### src/rtl/seg7_pkg.sv
// Shared glyph constants and the code-to-glyph mapping for the
// 7-segment scan controller. Glyphs are active low, ordered {g,f,e,d,c,b,a}.
package seg7_pkg;

  localparam logic [6:0] SEG_BLANK = 7'h7F;
  localparam logic [6:0] SEG_DASH  = 7'h3F;

  localparam logic [6:0] SEG_0 = 7'h40;
  localparam logic [6:0] SEG_1 = 7'h79;
  localparam logic [6:0] SEG_2 = 7'h24;
  localparam logic [6:0] SEG_3 = 7'h30;
  localparam logic [6:0] SEG_4 = 7'h19;
  localparam logic [6:0] SEG_5 = 7'h12;
  localparam logic [6:0] SEG_6 = 7'h02;
  localparam logic [6:0] SEG_7 = 7'h78;
  localparam logic [6:0] SEG_8 = 7'h00;
  localparam logic [6:0] SEG_9 = 7'h10;
  localparam logic [6:0] SEG_A = 7'h08;
  localparam logic [6:0] SEG_B = 7'h03;
  localparam logic [6:0] SEG_C = 7'h46;
  localparam logic [6:0] SEG_D = 7'h21;
  localparam logic [6:0] SEG_E = 7'h06;
  localparam logic [6:0] SEG_F = 7'h0E;

  // Codes above 9 show a dash unless hex letters are enabled.
  function automatic logic [6:0] seg7_glyph(input logic [3:0] code, input logic hexMode);
    logic [6:0] glyph;
    glyph = SEG_DASH;
    case (code)
      4'h0: glyph = SEG_0;
      4'h1: glyph = SEG_1;
      4'h2: glyph = SEG_2;
      4'h3: glyph = SEG_3;
      4'h4: glyph = SEG_4;
      4'h5: glyph = SEG_5;
      4'h6: glyph = SEG_6;
      4'h7: glyph = SEG_7;
      4'h8: glyph = SEG_8;
      4'h9: glyph = SEG_9;
      4'hA: glyph = hexMode ? SEG_A : SEG_DASH;
      4'hB: glyph = hexMode ? SEG_B : SEG_DASH;
      4'hC: glyph = hexMode ? SEG_C : SEG_DASH;
      4'hD: glyph = hexMode ? SEG_D : SEG_DASH;
      4'hE: glyph = hexMode ? SEG_E : SEG_DASH;
      4'hF: glyph = hexMode ? SEG_F : SEG_DASH;
      default: glyph = SEG_DASH;
    endcase
    return glyph;
  endfunction

endpackage

### src/rtl/seg7_decode.sv
// Combinational glyph decoder used on the currently scanned digit.
module seg7_decode
  import seg7_pkg::*;
#(
  parameter bit HEX_MODE = 1'b0
) (
  input  logic [3:0] code_i,
  output logic [6:0] glyph_o
);

  assign glyph_o = seg7_glyph(code_i, HEX_MODE);

endmodule

### src/rtl/seg7_scan_ctrl.sv
// Time-multiplexed driver for an N-digit common-anode 7-segment display:
// digit scanning, glyph decode, decimal points, leading-zero blanking,
// per-digit blinking and PWM dimming. All outputs are registered.
module seg7_scan_ctrl
  import seg7_pkg::*;
#(
  parameter int NUM_DIGITS   = 4,
  parameter int SCAN_DIV     = 4096,
  parameter int BRIGHT_W     = 3,
  parameter int BLINK_FRAMES = 64,
  parameter int HEX_MODE     = 0
) (
  input  logic                    CLK,
  input  logic                    RESET,
  input  logic [4*NUM_DIGITS-1:0] digits,
  input  logic [NUM_DIGITS-1:0]   dp_in,
  input  logic [NUM_DIGITS-1:0]   blink_mask,
  input  logic                    lz_en,
  input  logic [BRIGHT_W-1:0]     brightness,
  output logic [6:0]              seg_n,
  output logic                    dp_n,
  output logic [NUM_DIGITS-1:0]   an_n,
  output logic                    frame_tick
);

  localparam int PRE_W = $clog2(SCAN_DIV);
  localparam int IDX_W = $clog2(NUM_DIGITS);
  localparam int FC_W  = (BLINK_FRAMES > 1) ? $clog2(BLINK_FRAMES) : 1;

  logic [PRE_W-1:0]      presc_q, presc_d;
  logic [IDX_W-1:0]      idx_q, idx_d;
  logic [FC_W-1:0]       frameCnt_q, frameCnt_d;
  logic                  blinkPhase_q, blinkPhase_d;
  logic                  frameTick_q, frameTick_d;
  logic [6:0]            segOut_q, segOut_d;
  logic                  dpOut_q, dpOut_d;
  logic [NUM_DIGITS-1:0] anOut_q, anOut_d;

  logic                  slotEnd;
  logic                  lastIdx;
  logic [NUM_DIGITS-1:0] lzMask;
  logic                  upperZero;
  logic [3:0]            curCode;
  logic [6:0]            curGlyph;
  logic                  curBlank;
  logic [31:0]           onCyc;

  assign curCode = digits[{idx_q, 2'b00} +: 4];

  seg7_decode #(
    .HEX_MODE (HEX_MODE != 0)
  ) u_decode (
    .code_i  (curCode),
    .glyph_o (curGlyph)
  );

  // Digit i is a leading zero when it and every more significant digit are zero.
  always_comb begin
    lzMask    = '0;
    upperZero = 1'b1;
    for (int i = NUM_DIGITS - 1; i >= 1; i--) begin
      upperZero = upperZero & (digits[4*i +: 4] == 4'h0);
      lzMask[i] = lz_en & upperZero;
    end
  end

  // Scan timing: prescaler, digit index, frame counter and blink phase advance together.
  always_comb begin
    slotEnd      = (presc_q == PRE_W'(SCAN_DIV - 1));
    lastIdx      = (idx_q == IDX_W'(NUM_DIGITS - 1));
    presc_d      = slotEnd ? '0 : presc_q + 1'b1;
    idx_d        = idx_q;
    frameCnt_d   = frameCnt_q;
    blinkPhase_d = blinkPhase_q;
    frameTick_d  = slotEnd & lastIdx;
    if (slotEnd) begin
      idx_d = lastIdx ? '0 : idx_q + 1'b1;
    end
    if (slotEnd && lastIdx) begin
      if (frameCnt_q == FC_W'(BLINK_FRAMES - 1)) begin
        frameCnt_d   = '0;
        blinkPhase_d = ~blinkPhase_q;
      end else begin
        frameCnt_d = frameCnt_q + 1'b1;
      end
    end
  end

  // Next display outputs for the current slot: glyph or blank, dp, and PWM-gated anode.
  always_comb begin
    curBlank = lzMask[idx_q] | (blinkPhase_q & blink_mask[idx_q]);
    onCyc    = (&brightness) ? 32'(SCAN_DIV)
                             : ((32'(brightness) * 32'(SCAN_DIV)) >> BRIGHT_W);
    segOut_d = curBlank ? SEG_BLANK : curGlyph;
    dpOut_d  = curBlank ? 1'b1 : ~dp_in[idx_q];
    anOut_d  = '1;
    if (32'(presc_q) < onCyc) begin
      anOut_d[idx_q] = 1'b0;
    end
  end

  // State and output registers with synchronous reset.
  always_ff @(posedge CLK) begin
    if (RESET) begin
      presc_q      <= '0;
      idx_q        <= '0;
      frameCnt_q   <= '0;
      blinkPhase_q <= 1'b0;
      frameTick_q  <= 1'b0;
      segOut_q     <= SEG_BLANK;
      dpOut_q      <= 1'b1;
      anOut_q      <= '1;
    end else begin
      presc_q      <= presc_d;
      idx_q        <= idx_d;
      frameCnt_q   <= frameCnt_d;
      blinkPhase_q <= blinkPhase_d;
      frameTick_q  <= frameTick_d;
      segOut_q     <= segOut_d;
      dpOut_q      <= dpOut_d;
      anOut_q      <= anOut_d;
    end
  end

  assign seg_n      = segOut_q;
  assign dp_n       = dpOut_q;
  assign an_n       = anOut_q;
  assign frame_tick = frameTick_q;

endmodule

### config.mk
export PLATFORM = sky130hd
export DESIGN_NAME = seg7_scan_ctrl
export DESIGN_NICKNAME = d
export VERILOG_FILES = /design/src/rtl/seg7_pkg.sv /design/src/rtl/seg7_decode.sv /design/src/rtl/seg7_scan_ctrl.sv
export SDC_FILE = /design/constraint.sdc
export NUM_CORES = 1
export LEC_CHECK = 0
export ABC_AREA = 1
export BUFFER_PORTS_ARGS = -buffer_cell sky130_fd_sc_hd__buf_2
export CORE_UTILIZATION = 48
export DETAILED_ROUTE_END_ITERATION = 6
export GPL_TIMING_DRIVEN = 0
export PLACE_DENSITY = 0.8
export RECOVER_POWER = 25
export SLEW_MARGIN = 20
export SYNTH_ARGS = -nofsm -noshare
export SYNTH_HDL_FRONTEND = slang
export SYNTH_HIERARCHICAL = 1
export SYNTH_SLANG_ARGS = --single-unit
### constraint.sdc
create_clock -name CLK -period 1.95 [get_ports CLK]
set_input_delay 0.195 -clock CLK [delete_from_list [all_inputs] [get_ports CLK]]
set_output_delay 0.195 -clock CLK [all_outputs]
set_load 0.02 [all_outputs]
## After elaboration in Yosys (flattened, before gate mapping)

Memory sizes are Yosys's and may differ from the RTL's. A register that Yosys moved wholly into a read port is not among the register bits.
Index checks and enable logic that the tools add are counted.

| cells by class | value |
|---|---|
| add/sub/neg operators | 3 |
| order comparisons | 3 |
| eq/ne operators | 3 |
| shift operators | 1 |
| muxes and demuxes | 11 |
| bitwise logic cells | 12 |
| reductions and logical operators | 10 |

Operators with widths:

| cell | count |
|---|---|
| $shiftx A16 B5 Y4 | 1 |
| $lt A12 B13 Y1 | 1 |
| $mux W13 | 1 |
| $add A12 B1 Y12 const B | 1 |
| $eq A12 B12 Y1 const B | 1 |
| $logic_not A4 Y1 | 3 |
| $and A1 B1 Y1 | 7 |
| $add A6 B1 Y6 const B | 1 |
| $bmux W1 S2 | 3 |
| $eq A6 B6 Y1 const B | 1 |
| $mux W6 | 1 |
| $reduce_or A2 Y1 | 3 |
| $mux W1 | 4 |
| $not A4 Y4 | 1 |
| $lt A2 B3 Y1 const B | 1 |
| $not A1 Y1 | 3 |
| $reduce_and A3 Y1 | 1 |
| $add A2 B1 Y2 const B | 1 |
| $demux W1 S2 | 1 |
| $eq A2 B2 Y1 const B | 1 |
| $ge A2 B1 Y1 const B | 1 |
| $logic_and A1 B1 Y1 | 2 |
| $mux W2 | 1 |
| $reduce_and A2 Y1 | 1 |
| $or A1 B1 Y1 | 1 |

| storage, ports and cells | value |
|---|---|
| flip-flop bits (word level) | 27 |
| memory bits (read-only) | 112 |
| bits of input ports | 30 |
| output and inout port bits | 13 |
| logic and storage cells | 51 |
| memories | 1 |

Memories:

| memory | depth | bits a word | read ports | clocked after memory_dff | wr ports | RTL line | text |
|---|---|---|---|---|---|---|---|
| (no name shown) | 16 | 7 | 1 | 1 | 0 | seg7_pkg.sv:29 | `case (code)` |

## Logic depth before layout (Yosys ltp)

| logic depth | value |
|---|---|
| depth after elaboration | 8 |
| depth in mapped cells | 12 |
| gate-level depth less buffers | 11 |

## Modules after synthesis

The synthesis kept the hierarchy.

Modules (own cells, without submodules):

| module | instances | cells an instance | area each (um2) | seq. area each (um2) |
|---|---|---|---|---|
| seg7_scan_ctrl | 1 | 230 | 1706.6 | 680.7 |
| seg7_decode | 1 | 35 | 186.4 | 0.0 |

## Worst setup path before layout

OpenSTA, ideal clock, no wires.

| path | value |
|---|---|
| kind | reg2reg |
| start point | register idx_q[0] |
| end point | register segOut_q[3], in the netlist seg_n[3] |
| library setup time | 136 ps |
| data arrival time | 1774 ps |
| data required time | 1814 ps |
| setup slack | 40 ps |
| cell stages (with the launch flop) | 11 |
| buffers on the path | 1 |
| period minus slack after synthesis | 1910 ps |
| cells stage by stage | dfxtp_1 buf_2 nor2_1 o32ai_1 inv_1 ha_1 nand2_1 nand3_1 nand2_1 inv_1 nand4_1 |

| between the ends | value |
|---|---|
| elaborated cells on any way between the ends | 8 |
| those cells by class | shift: 1; mux: 4; bitwise: 2; reduce/logical: 1 |

RTL lines:

| what | RTL line | text |
|---|---|---|
| start, declared | seg7_scan_ctrl.sv:31 | `logic [IDX_W-1:0] idx_q, idx_d;` |
| start signal, assigned | seg7_scan_ctrl.sv:115 | `idx_q <= idx_d;` |
| $shiftx A16 B5 Y4 | seg7_scan_ctrl.sv:48 | `assign curCode = digits[{idx_q, 2'b00} +: 4];` |
| named net curCode[0] | seg7_scan_ctrl.sv:43 | `logic [3:0] curCode;` |
| end, declared | seg7_scan_ctrl.sv:35 | `logic [6:0] segOut_q, segOut_d;` |

The timed path passes the listed nets, and every way through them passes these cells. The select of a mux whose other input is x is not followed.
A chain may end at the register's enable or synchronous reset.

## Final worst setup path

Same ends and word-level chain as after synthesis.

==> summary.md <==
| Metric | Value |
|---|---|
| Buffers on Ports | `41` |
| GR Overflow Total | `0` |
| Flops & latches, synth | `34` |
| Total CTS buffers | `5` |
| CP required | `2.09 ns` |
| Initial cell density of the core | `50.9%` |
| RePlAce Congestion | `0.885` |
| Core Area | `3720 µm²` |
| Critical path class | `flip-flop to flip-flop` |
| DRT iter0 DRCs | `78` |
| Overall power | `0.00139 W` |
| Worst setup EP type | `flip-flop` |
| Layout cell share with drive strength beyond 1 | `22.3%` |
| Synthesis Warnings | `6` |
| Initial antenna violation count | `0` |
| Final worst setup slack | `0.196 ns` |
| Largest net degree at the start of global routing | `12` |
| Max FO, Critical Path | `10` |
| Die width | `64.8 µm` |
| Die H | `64.8 µm` |
| Reg2reg start | `idx_q[0]$_SDFFE_PP0N_` |
| Max Clock Skew | `0.00545 ns` |
| Vias in the first global route | `1656` |
| DP HPWL | `3050 µm` |
| Root Buffer Master | `clkbuf_8` |
| H-Tree Level Count | `2` |
| Post-Syn Nets | `307` |
| DR WL/cell | `11.3 µm` |
| Final core occ | `62.4%` |
| Drt via density | `5.10` |
| PwrDens | `601 nW/µm²` |
| # IOs | `43` |
| Area post-placement | `2160 µm²` |
| Syn-to-layout area delta | `22.4%` |
| Fin cells | `367` |
| Fmax | `570 MHz` |
| Setup Viol. Count Final | `0` |
| Final net count | `360` |
| Cell variety after synth | `26` |
| First-pass GRT wire length | `6780 µm` |
| Slowest cell on crit path | `dfxtp_4` |
| Placed insts | `354` |
| Number of clock sinks | `34` |
| Leak Pwr | `1.06 nW` |
| Fill cell count | `347` |
| Full die area | `4200 µm²` |
| Vias post-DR | `1872` |
| Clk pin slew, worst setup/hold paths | `0.07 ns` |
| Hold Crit Class | `input pin to flip-flop` |
| Outcome | `finished clean` |
| Synth Cell Area | `1890 µm²` |
| Worst skew pair latency | `0.28 ns` |
| Syn avg cell area | `7.14 µm²` |
| Fin crit period | `1.75 ns` |
| Unrepaired setup endpoints after global routing | `false` |
| Commonest non-fill, non-tap cell in the layout | `nand2_1` |
| 1st-pass router iterations | `6` |
| CP arrival | `1.90 ns` |
| Sequential element share of the synthesized area | `36.0%` |
| Maximum vdd ir drop | `0.000344 V` |
| Design Area, Final | `2320 µm²` |
| Slowest stage delay, CP | `0.37 ns` |
| Critical path startpoint category | `flip-flop` |
| DP Worst Slack | `-0.214 ns` |
| Row cnt | `22` |
| Bufs on Longest Clock Path | `2` |
| Remaining antenna violation count | `0` |
| CTS tree | `built` |
| Max Cap Viol | `0` |
| Cells after Synth | `265` |
| Crit share post-route | `89.9%` |
| Hold path start | `RESET` |
| Rel. slew slack | `70.3%` |
| Gr usage total | `20.6%` |
| Seq. cell area | `686 µm²` |
| Most frequent cells in the layout | `nand2_1, nor2_1, buf_2, dfxtp_1, inv_1` |
| Fin. Hold Viols | `0` |
| Setup crit start | `idx_q[0]$_SDFFE_PP0N_` |
| Final Slew Violations | `0` |
| Area of the multi-input gates | `1090 µm²` |
| Cells along the critical path | `buf_6 -> o21ai_0 -> o32ai_2 -> buf_4 -> ha_1 -> inv_1 -> nand2_1 -> nand3_1 -> nand2_1 -> inv_1 -> nand4_1` |
| Final wirelength | `4130 µm` |
| N_diodes | `0` |
| Worst-margin pin slew | `0.445 ns` |
| DRC viols | `0` |
## metrics by stage
stage | TNS [ns] | hold WS, ns
after floorplan | 0 | 0.418
after global placement | -0.583 | 0.429
after detailed placement | -0.610 | 0.439
after CTS | 0 | 0.197
after global routing | 0 | 0.212
final | 0 | 0.207
## kinds of logic (layout without fill, tap and decap cells)
kind of cell | after synthesis | count (layout) | share of synthesized area, %
DFF | 34 | 34 | 36.0
and+or+nand+nor | 139 | 139 | 34.8
adders and majority gates | 12 | 12 | 7.93
xor gates and xnor gates | 8 | 8 | 3.70
buffers and inverters | 36 | 90 | 7.40
AOI/OAI and AO/OA | 36 | 36 | 10.2
## per-layer routing
metal	routed length [µm]	GRT usage, %	vias up
met3	205	4.93	8
met1	1860	24.6	831
met4	76	10.0	0
met5	0	0	-
li1	-	-	968
met2	1990	34.2	65
## path summary, 6_finish.rpt
kind,slack (ns),cells after the start,endpoint
min,0.21,2,frameCnt_q[3]$_SDFFE_PP0P_
max,0.20,11,seg_n[3]$_SDFF_PP1_
min reg2reg,0.45,1,presc_q[0]$_SDFF_PP0_
max reg2reg,0.20,11,seg_n[3]$_SDFF_PP1_
## power breakdown
group	switching, W	internal (W)
clock network	0.000238	0.000284
logic	0.0000929	0.0000609
registers	0.00000646	0.000711
total	0.000337	0.00106
## sequential cells by signal (all words and copies together) (netlist names)
register      cells
presc_q          12
seg_n             7
frameCnt_q        6
an_n              4
idx_q             2
blinkPhase_q      1
dp_n              1
frame_tick        1
## synth_stat cells
cell | instances | area [µm²]
a21oi_1 | 12 | 60.1
and3_1 | 1 | 6.26
buf_2 | 4 | 20.0
clkbuf_1 | 1 | 3.75
dfxtp_1 | 34 | 681
ha_1 | 12 | 150
inv_1 | 27 | 101
inv_2 | 4 | 15.0
nand2_1 | 50 | 188
nand2_2 | 3 | 18.8
nand2_4 | 2 | 22.5
nand3_1 | 20 | 100
nand3_2 | 1 | 10.0
nand4_1 | 10 | 62.6
nor2_1 | 42 | 158
nor2_2 | 1 | 6.26
nor2_4 | 4 | 45.0
nor2_8 | 1 | 20.0
nor3_1 | 3 | 15.0
nor3b_1 | 1 | 7.51
o21ai_0 | 18 | 90.1
o21ai_2 | 1 | 8.76
o22ai_1 | 4 | 25.0
o32ai_1 | 1 | 8.76
xnor2_1 | 3 | 26.3
xor2_1 | 5 | 43.8
## critical path, delay by kind of cell, from the launching register on
kind | cells | cell delay [ns]
adder cells (fa/ha/maj) | 1 | 0.18
flip-flops | 1 | 0.37
buffers and inverters | 4 | 0.40
AND/OR/NAND/NOR | 4 | 0.31
AO/OA/AOI/OAI | 2 | 0.36
## layout make-up
type                            instances  area share (%)
Sequential cell                        34            29.6
Buffer                                  5            1.73
Timing Repair Buffer                   46            9.88
Multi-Input combinational cell        195            47.1
Clock inverter                          1           0.216
Clock buffer                            7            3.73
Tap cell                               48            2.59
Inverter                               31            5.13
## timing repair
action,CTS,global route
setup buffers,0,5
pin swaps,0,3
endpoints found under the setup margin,6,7
hold buffers,0,0
resized for setup,5,12
(Power assumes the default switching activity.)
